`config.mk`:
```
export PLATFORM = sky130hd
export DESIGN_NAME = ysyx_23060201_mem_arb
export DESIGN_NICKNAME = d
export VERILOG_FILES = /design/src/rtl/ysyx_23060201_mem_arb.sv
export SDC_FILE = /design/constraint.sdc
export NUM_CORES = 1
export LEC_CHECK = 0
export ABC_AREA = 1
export BUFFER_PORTS_ARGS = -buffer_cell sky130_fd_sc_hd__buf_2
export CORE_AREA = 2 2 131 133
export DETAILED_ROUTE_END_ITERATION = 10
export DIE_AREA = 0 0 133 135
export PLACE_DENSITY = 0.74
export SLEW_MARGIN = 20
export SYNTH_ARGS = -nofsm -noshare
export SYNTH_HDL_FRONTEND = slang
export SYNTH_SLANG_ARGS = --single-unit
export TNS_END_PERCENT = 50
```
`constraint.sdc`:
```
create_clock -name clk -period 2.05 [get_ports clk]
set_input_delay 0.1025 -clock clk [delete_from_list [all_inputs] [get_ports clk]]
set_output_delay 0.1025 -clock clk [all_outputs]
set_load 0.02 [all_outputs]
```
`src/rtl/ysyx_23060201_mem_arb.sv`:
```
// rtl/ysyx_23060201_mem_arb.sv - round-robin IFU/LSU arbiter onto a single-port registered memory
module ysyx_23060201_mem_arb #(
    parameter int MEM_ADDR_WIDTH = 32,
    parameter int DATA_WIDTH     = 32
) (
    input  logic                      clk,
    input  logic                      rst,
    input  logic                      ifu_req_valid,
    output logic                      ifu_req_ready,
    input  logic [MEM_ADDR_WIDTH-1:0] ifu_addr,
    output logic                      ifu_rsp_valid,
    input  logic                      ifu_rsp_ready,
    output logic [DATA_WIDTH-1:0]     ifu_rdata,
    input  logic                      lsu_req_valid,
    output logic                      lsu_req_ready,
    input  logic                      lsu_req_wen,
    input  logic [MEM_ADDR_WIDTH-1:0] lsu_addr,
    input  logic [DATA_WIDTH-1:0]     lsu_wdata,
    input  logic [7:0]                lsu_wmask,
    input  logic [7:0]                lsu_rmask,
    output logic                      lsu_rsp_valid,
    input  logic                      lsu_rsp_ready,
    output logic [DATA_WIDTH-1:0]     lsu_rdata,
    output logic                      mem_wen,
    output logic [MEM_ADDR_WIDTH-1:0] mem_waddr,
    output logic [7:0]                mem_wmask,
    output logic [DATA_WIDTH-1:0]     mem_wdata,
    output logic                      mem_ren,
    output logic [MEM_ADDR_WIDTH-1:0] mem_raddr,
    output logic [7:0]                mem_rmask,
    input  logic [DATA_WIDTH-1:0]     mem_rdata
);

    typedef enum logic [1:0] {IDLE, ISSUE, WAIT, RESP} state_t;

    state_t                    state, state_nxt;
    logic                      owner_lsu;
    logic                      last_lsu;
    logic [MEM_ADDR_WIDTH-1:0] lat_addr;
    logic                      lat_wen;
    logic [DATA_WIDTH-1:0]     lat_wdata;
    logic [7:0]                lat_wmask;
    logic [7:0]                lat_rmask;
    logic [DATA_WIDTH-1:0]     ifu_rdata_q;
    logic [DATA_WIDTH-1:0]     lsu_rdata_q;
    logic                      grant_ifu, grant_lsu;
    logic                      rsp_fire;
    logic                      rd_issue, wr_issue;

    // On a tie the requester that did not win last time gets the grant.
    always_comb begin
        grant_ifu = 1'b0;
        grant_lsu = 1'b0;
        if (!rst && state == IDLE) begin
            if (ifu_req_valid && lsu_req_valid) begin
                grant_lsu = !last_lsu;
                grant_ifu = last_lsu;
            end else begin
                grant_ifu = ifu_req_valid;
                grant_lsu = lsu_req_valid;
            end
        end
    end

    assign rsp_fire = (state == RESP) && (owner_lsu ? lsu_rsp_ready : ifu_rsp_ready);

    always_comb begin
        state_nxt = state;
        case (state)
            IDLE:    if (grant_ifu || grant_lsu) state_nxt = ISSUE;
            ISSUE:   state_nxt = lat_wen ? RESP : WAIT;
            WAIT:    state_nxt = RESP;
            RESP:    if (rsp_fire) state_nxt = IDLE;
            default: state_nxt = IDLE;
        endcase
    end

    always_ff @(posedge clk) begin
        if (rst) begin
            state       <= IDLE;
            owner_lsu   <= 1'b0;
            last_lsu    <= 1'b0;
            lat_addr    <= '0;
            lat_wen     <= 1'b0;
            lat_wdata   <= '0;
            lat_wmask   <= 8'h00;
            lat_rmask   <= 8'h00;
            ifu_rdata_q <= '0;
            lsu_rdata_q <= '0;
        end else begin
            state <= state_nxt;
            if (grant_lsu) begin
                owner_lsu <= 1'b1;
                last_lsu  <= 1'b1;
                lat_addr  <= lsu_addr;
                lat_wen   <= lsu_req_wen;
                lat_wdata <= lsu_wdata;
                lat_wmask <= lsu_wmask;
                lat_rmask <= lsu_rmask;
            end else if (grant_ifu) begin
                owner_lsu <= 1'b0;
                last_lsu  <= 1'b0;
                lat_addr  <= ifu_addr;
                lat_wen   <= 1'b0;
                lat_wdata <= '0;
                lat_wmask <= 8'h00;
                lat_rmask <= 8'h0F;
            end
            // Writes answer with zero data; reads capture the memory word one cycle after the strobe.
            if (state == ISSUE && lat_wen && owner_lsu) lsu_rdata_q <= '0;
            if (state == WAIT) begin
                if (owner_lsu) lsu_rdata_q <= mem_rdata;
                else           ifu_rdata_q <= mem_rdata;
            end
        end
    end

    assign rd_issue = !rst && (state == ISSUE) && !lat_wen;
    assign wr_issue = !rst && (state == ISSUE) && lat_wen;

    assign ifu_req_ready = grant_ifu;
    assign lsu_req_ready = grant_lsu;
    assign ifu_rsp_valid = !rst && (state == RESP) && !owner_lsu;
    assign lsu_rsp_valid = !rst && (state == RESP) && owner_lsu;
    assign ifu_rdata     = rst ? '0 : ifu_rdata_q;
    assign lsu_rdata     = rst ? '0 : lsu_rdata_q;

    assign mem_ren   = rd_issue;
    assign mem_raddr = rd_issue ? lat_addr : '0;
    assign mem_rmask = rd_issue ? lat_rmask : 8'h00;
    assign mem_wen   = wr_issue;
    assign mem_waddr = wr_issue ? lat_addr : '0;
    assign mem_wdata = wr_issue ? lat_wdata : '0;
    assign mem_wmask = wr_issue ? lat_wmask : 8'h00;

endmodule
```
# == Yosys cells after proc, flatten, opt, wreduce, memory -nomap -nowiden ==
# Index checks and enable logic that the tools add are counted.
# Widths: inputs -> output; s select.
# totals
reg_bits,148
wordCells,64
output_inout_bits,182
input_bits,151
# classes
n_mux,30
eq_ne,5
bitwise_logic,1
reduce_logical,19
# op_table
operator,count
$mux 32,12
$mux 8,6
$logic_and 1x1->1,11
$mux 1,9
$pmux 2 s4,1
$eq 2x2->1 const B,2
$mux 2,2
$reduce_and 2->1,2
$logic_not 1->1,3
$eq 2x1->1 const B,1
$logic_not 2->1,1
$ne 2x1->1 const B,1
$ne 2x2->1 const B,1
$reduce_bool 2->1,1
$logic_or 1x1->1,1
$not 1->1,1

# == Longest topological paths before layout ==
# logic_depth
word_depth,6
depth_mapped,9
ltp_nobuf,8

# == Worst setup path before layout ==
# No wires, ideal clock.
# synth_path
path_type,reg-to-output
startpoint,register state[1]
endpoint,output port mem_waddr[0]
stages_incl_launch_ff,8
setup_slack_ns,0.302
t_arrival_ns,1.646
n_path_buf,1
required_time_ns,1.947
path_cell_list,dfxtp_1 -> inv_1 -> ha_1 -> nand2_1 -> nor2_1 -> inv_2 -> clkbuf_1 -> nor2_1
# synth_between
elab_chain_cells,4
# synth_rtl
item,line_no,text
from (decl),36,"state_t state, state_nxt;"
from (signal assigned),91,state <= state_nxt;
$eq 2x1->1,119,assign wr_issue = !rst && (state == ISSUE) && lat_wen;
$logic_and 1x1->1 (2 in a row),119,
named net mem_wen,24,"output logic mem_wen,"
$mux 32,132,assign mem_waddr = wr_issue ? lat_addr : '0;
to (decl),25,"output logic [MEM_ADDR_WIDTH-1:0] mem_waddr,"
# The timed path passes the listed nets, and every way through them passes these cells.

# == Worst setup path after layout ==
# layout_path
startpoint,register state[1]
endpoint,output port mem_wdata[25]
# layout_between
elab_chain_cells,4
# layout_rtl
item,line_no,text
$eq 2x1->1,119,
$logic_and 1x1->1 (2 in a row),119,
$mux 32,133,assign mem_wdata = wr_issue ? lat_wdata : '0;
to (decl),27,"output logic [DATA_WIDTH-1:0] mem_wdata,"
# Every way passes these cells.

==> flow_summary.json <==
{
  "critPathKind": "reg -> out",
  "grt_use_total_pct": 29.01,
  "synth_top_area_share_pct": 42.32,
  "synth_nets": 1248,
  "placedInstanceArea_um2": 8915,
  "seqPwrFrac_pct": 37.7,
  "rows": 47,
  "avgSynthCellArea_um2": 6.412,
  "start_util_pct": 42.68,
  "powerDensity_nw_per_um2": 859.5,
  "insertion_delay_ps": 430,
  "reg2reg_depth": 9,
  "finalInstanceArea_um2": 11100,
  "avgViaCountPerCell": 4.979,
  "yosysTopAreaCell": "dfxtp_1",
  "crit_start": "state[1]",
  "cts_sinks": 148,
  "cts-root-buf": "clkbuf_16",
  "antenna_found_initial": 4,
  "cp_slowest_stage_delay_ps": 350,
  "cts_buffer_depth": 2,
  "cp.depth": 8,
  "fin_crit_sh_pct": 99.19,
  "status": "complete, no violations",
  "cp-endpoint": "mem_wdata[25]",
  "pin_count": 333,
  "min_path_type": "in -> reg",
  "drt_iter0_markers": 660,
  "synth.area.top_cells": "dfxtp_1, nand3_1, inv_1",
  "cp_max_fo": 20,
  "fmax_ghz": 0.4918,
  "seq_area_frac_synth_pct": 42.32,
  "clkPwrFrac_pct": 30.6,
  "grt_pass1_vias": 8343,
  "fin_skew_ps": 12.75,
  "place_hpwl_um": 16470,
  "worst_pin_slew_ps": 486.6,
  "power.leakage_nw": 5.437,
  "netlist_area_um2": 7002,
  "wl_um": 27090,
  "slowest_stage": "dfxtp_2",
  "fin_nets": 1695,
  "dieArea_um2": 17960,
  "cts_made_buffers": 17,
  "cts_tree": "yes",
  "finalSetupViolCount": 0,
  "grt_remaining_overflow": 0,
  "drive_gt1_share_pct": 27.32,
  "die_x_um": 133,
  "dp_slack_ps": 178.6,
  "gp_congestion": 0.8936,
  "period_needed_ps": 2033,
  "path_buf_inv": 4,
  "cp_data_required_time_ps": 1950,
  "r2r_start": "state[0]",
  "crit_path_end_kind": "primary output",
  "maxSlewViolCount": 0,
  "peakVddDrop_mv": 0.6642,
  "wl_per_cell_um": 15.26,
  "htree_levels": 4,
  "rrSetupSlack_ps": 310,
  "synth_cell_type_count": 19,
  "power_switching_w": 0.003411,
  "port_buffers": 332,
  "rr_endpoint": "lat_addr[1]",
  "grt_start_max_net_pins": 65,
  "worstSetupStartpointType": "flop",
  "maxCapViolCount": 0,
  "crit_top_cell": "inv_4",
  "coreArea_um2": 16410,
  "dr_total_vias": 8837,
  "clk_pin_slew_ps": 60,
  "arrival_ps": 1930,
  "swShare_pct": 35.74,
  "synth_cells": 1092,
  "syn2layout_area_growth_pct": 58.60,
  "grt_first_pass_wirelength_um": 41700,
  "power.internal_w": 0.006134,
  "crit_family": "buffers and inverters",
  "yosysWarnings": 0,
  "ys_seq_elements": 148,
  "hold_violations": 0,
  "setup_slack_ps": 16.54,
  "drcViolationCount": 0,
  "ant_nets": 0,
  "first_pass_iters": 5,
  "relSlewSlack_pct": 67.56,
  "tns_ps": 0,
  "die_h_um": 135,
  "p_comb_share_pct": 31.7,
  "path_cells": "inv_4, ha_4, nand2_2, nor2_4, inv_4, bufbuf_16, nor2_2, buf_4",
  "utilization_pct": 67.68
}
-- worst min-delay path, cell delays in order --
cell,delay (ps)
buf_2,90
nand3_1,70
nand3_1,70
nand2_1,50
inv_1,40
-- worst min path at each step --
stage | from | depth (start not counted) | to | slack [ps]
floorplan | mem_rdata[31] | 2 | flop | 240
global placement | mem_rdata[13] | 3 | flop | 340
detailed placement | mem_rdata[19] | 3 | flop | 340
CTS | ifu_addr[26] | 5 | lat_addr[26] | 7
global route | ifu_addr[1] | 5 | lat_addr[1] | 20
finish | ifu_addr[1] | 5 | lat_addr[1] | 20
-- metal layers --
layer,global-route usage [%],wire [um]
met5,0,17
met4,18.70,1480
met2,49.63,13250
met1,31.99,10030
met3,7.733,2310
-- synthesized netlist by cell type, drive strengths merged --
library cell	count
nor3	1
inv	189
o21ai	38
dfxtp	148
clkbuf	42
nand2	184
nand4	1
ha	5
a21oi	84
nor2	186
buf	35
nand3	179
-- repair_timing --
item / 4_1_cts / 5_1_grt
hold endpoints to repair: 143 / 0
cloned: 2 / 0
gates resized for setup: 30 / 16
endpoints found under the setup margin: 103 / 46
hold buffers: 140 / 0
pin swaps: 2 / 3
setup buffers: 4 / 3
-- cell usage in the layout, fill, tap and decap left out, types with 4 or more instances in the layout --
cell	count
a21oi_1	83
buf_12	9
buf_2	313
buf_4	38
clkbuf_16	17
clkinvlp_4	4
dfxtp_1	146
dlygate4sd3_1	140
inv_1	183
inv_2	4
inv_6	4
nand2_1	182
nand3_1	177
nor2_1	175
nor2_2	8
o21ai_0	37
-- layout make-up --
| cell class | instances | area [um2] |
|---|---|---|
| fillers | 1313 | 5303 |
| repair buffers | 504 | 3503 |
| multi-input cells | 679 | 3084 |
| flip-flops and latches | 148 | 2965 |
| inverters | 189 | 714.4 |
| clock buffers | 19 | 452.9 |
| well taps | 220 | 275.3 |
| clock inverters | 13 | 101.3 |
| diodes | 3 | 7.507 |
-- power groups by stage --
stage	Clock [W]	Sequential, W	Combinational (W)
3_5_place_dp	0	0.00364	0.00265
3_3_place_gp	0	0.00363	0.00261
6_report	0.00292	0.00360	0.00303
5_1_grt	0.00309	0.00365	0.00335
4_1_cts	0.00296	0.00359	0.00295
2_1_floorplan	0	0.00359	0.00181
-- stage by stage --
stage,total power [W],hold WS [ps],std cells
after global routing,0.01008,24.48,1775
after global placement,0.006241,339.8,1591
after floorplan,0.005394,241.0,1092
final,0.009545,16.94,1775
after detailed placement,0.006294,341.6,1591
after CTS,0.009496,6.682,1769
-- kinds of logic after synthesis --
logic type,synth area share [%]
AO/OA/AOI/OAI,8.720
adder cells (fa/ha/maj),0.8935
flip-flops,42.32
buffers and inverters,15.10
AND/OR/NAND/NOR,32.97
Note: power is estimated with default switching activity, not from simulation.
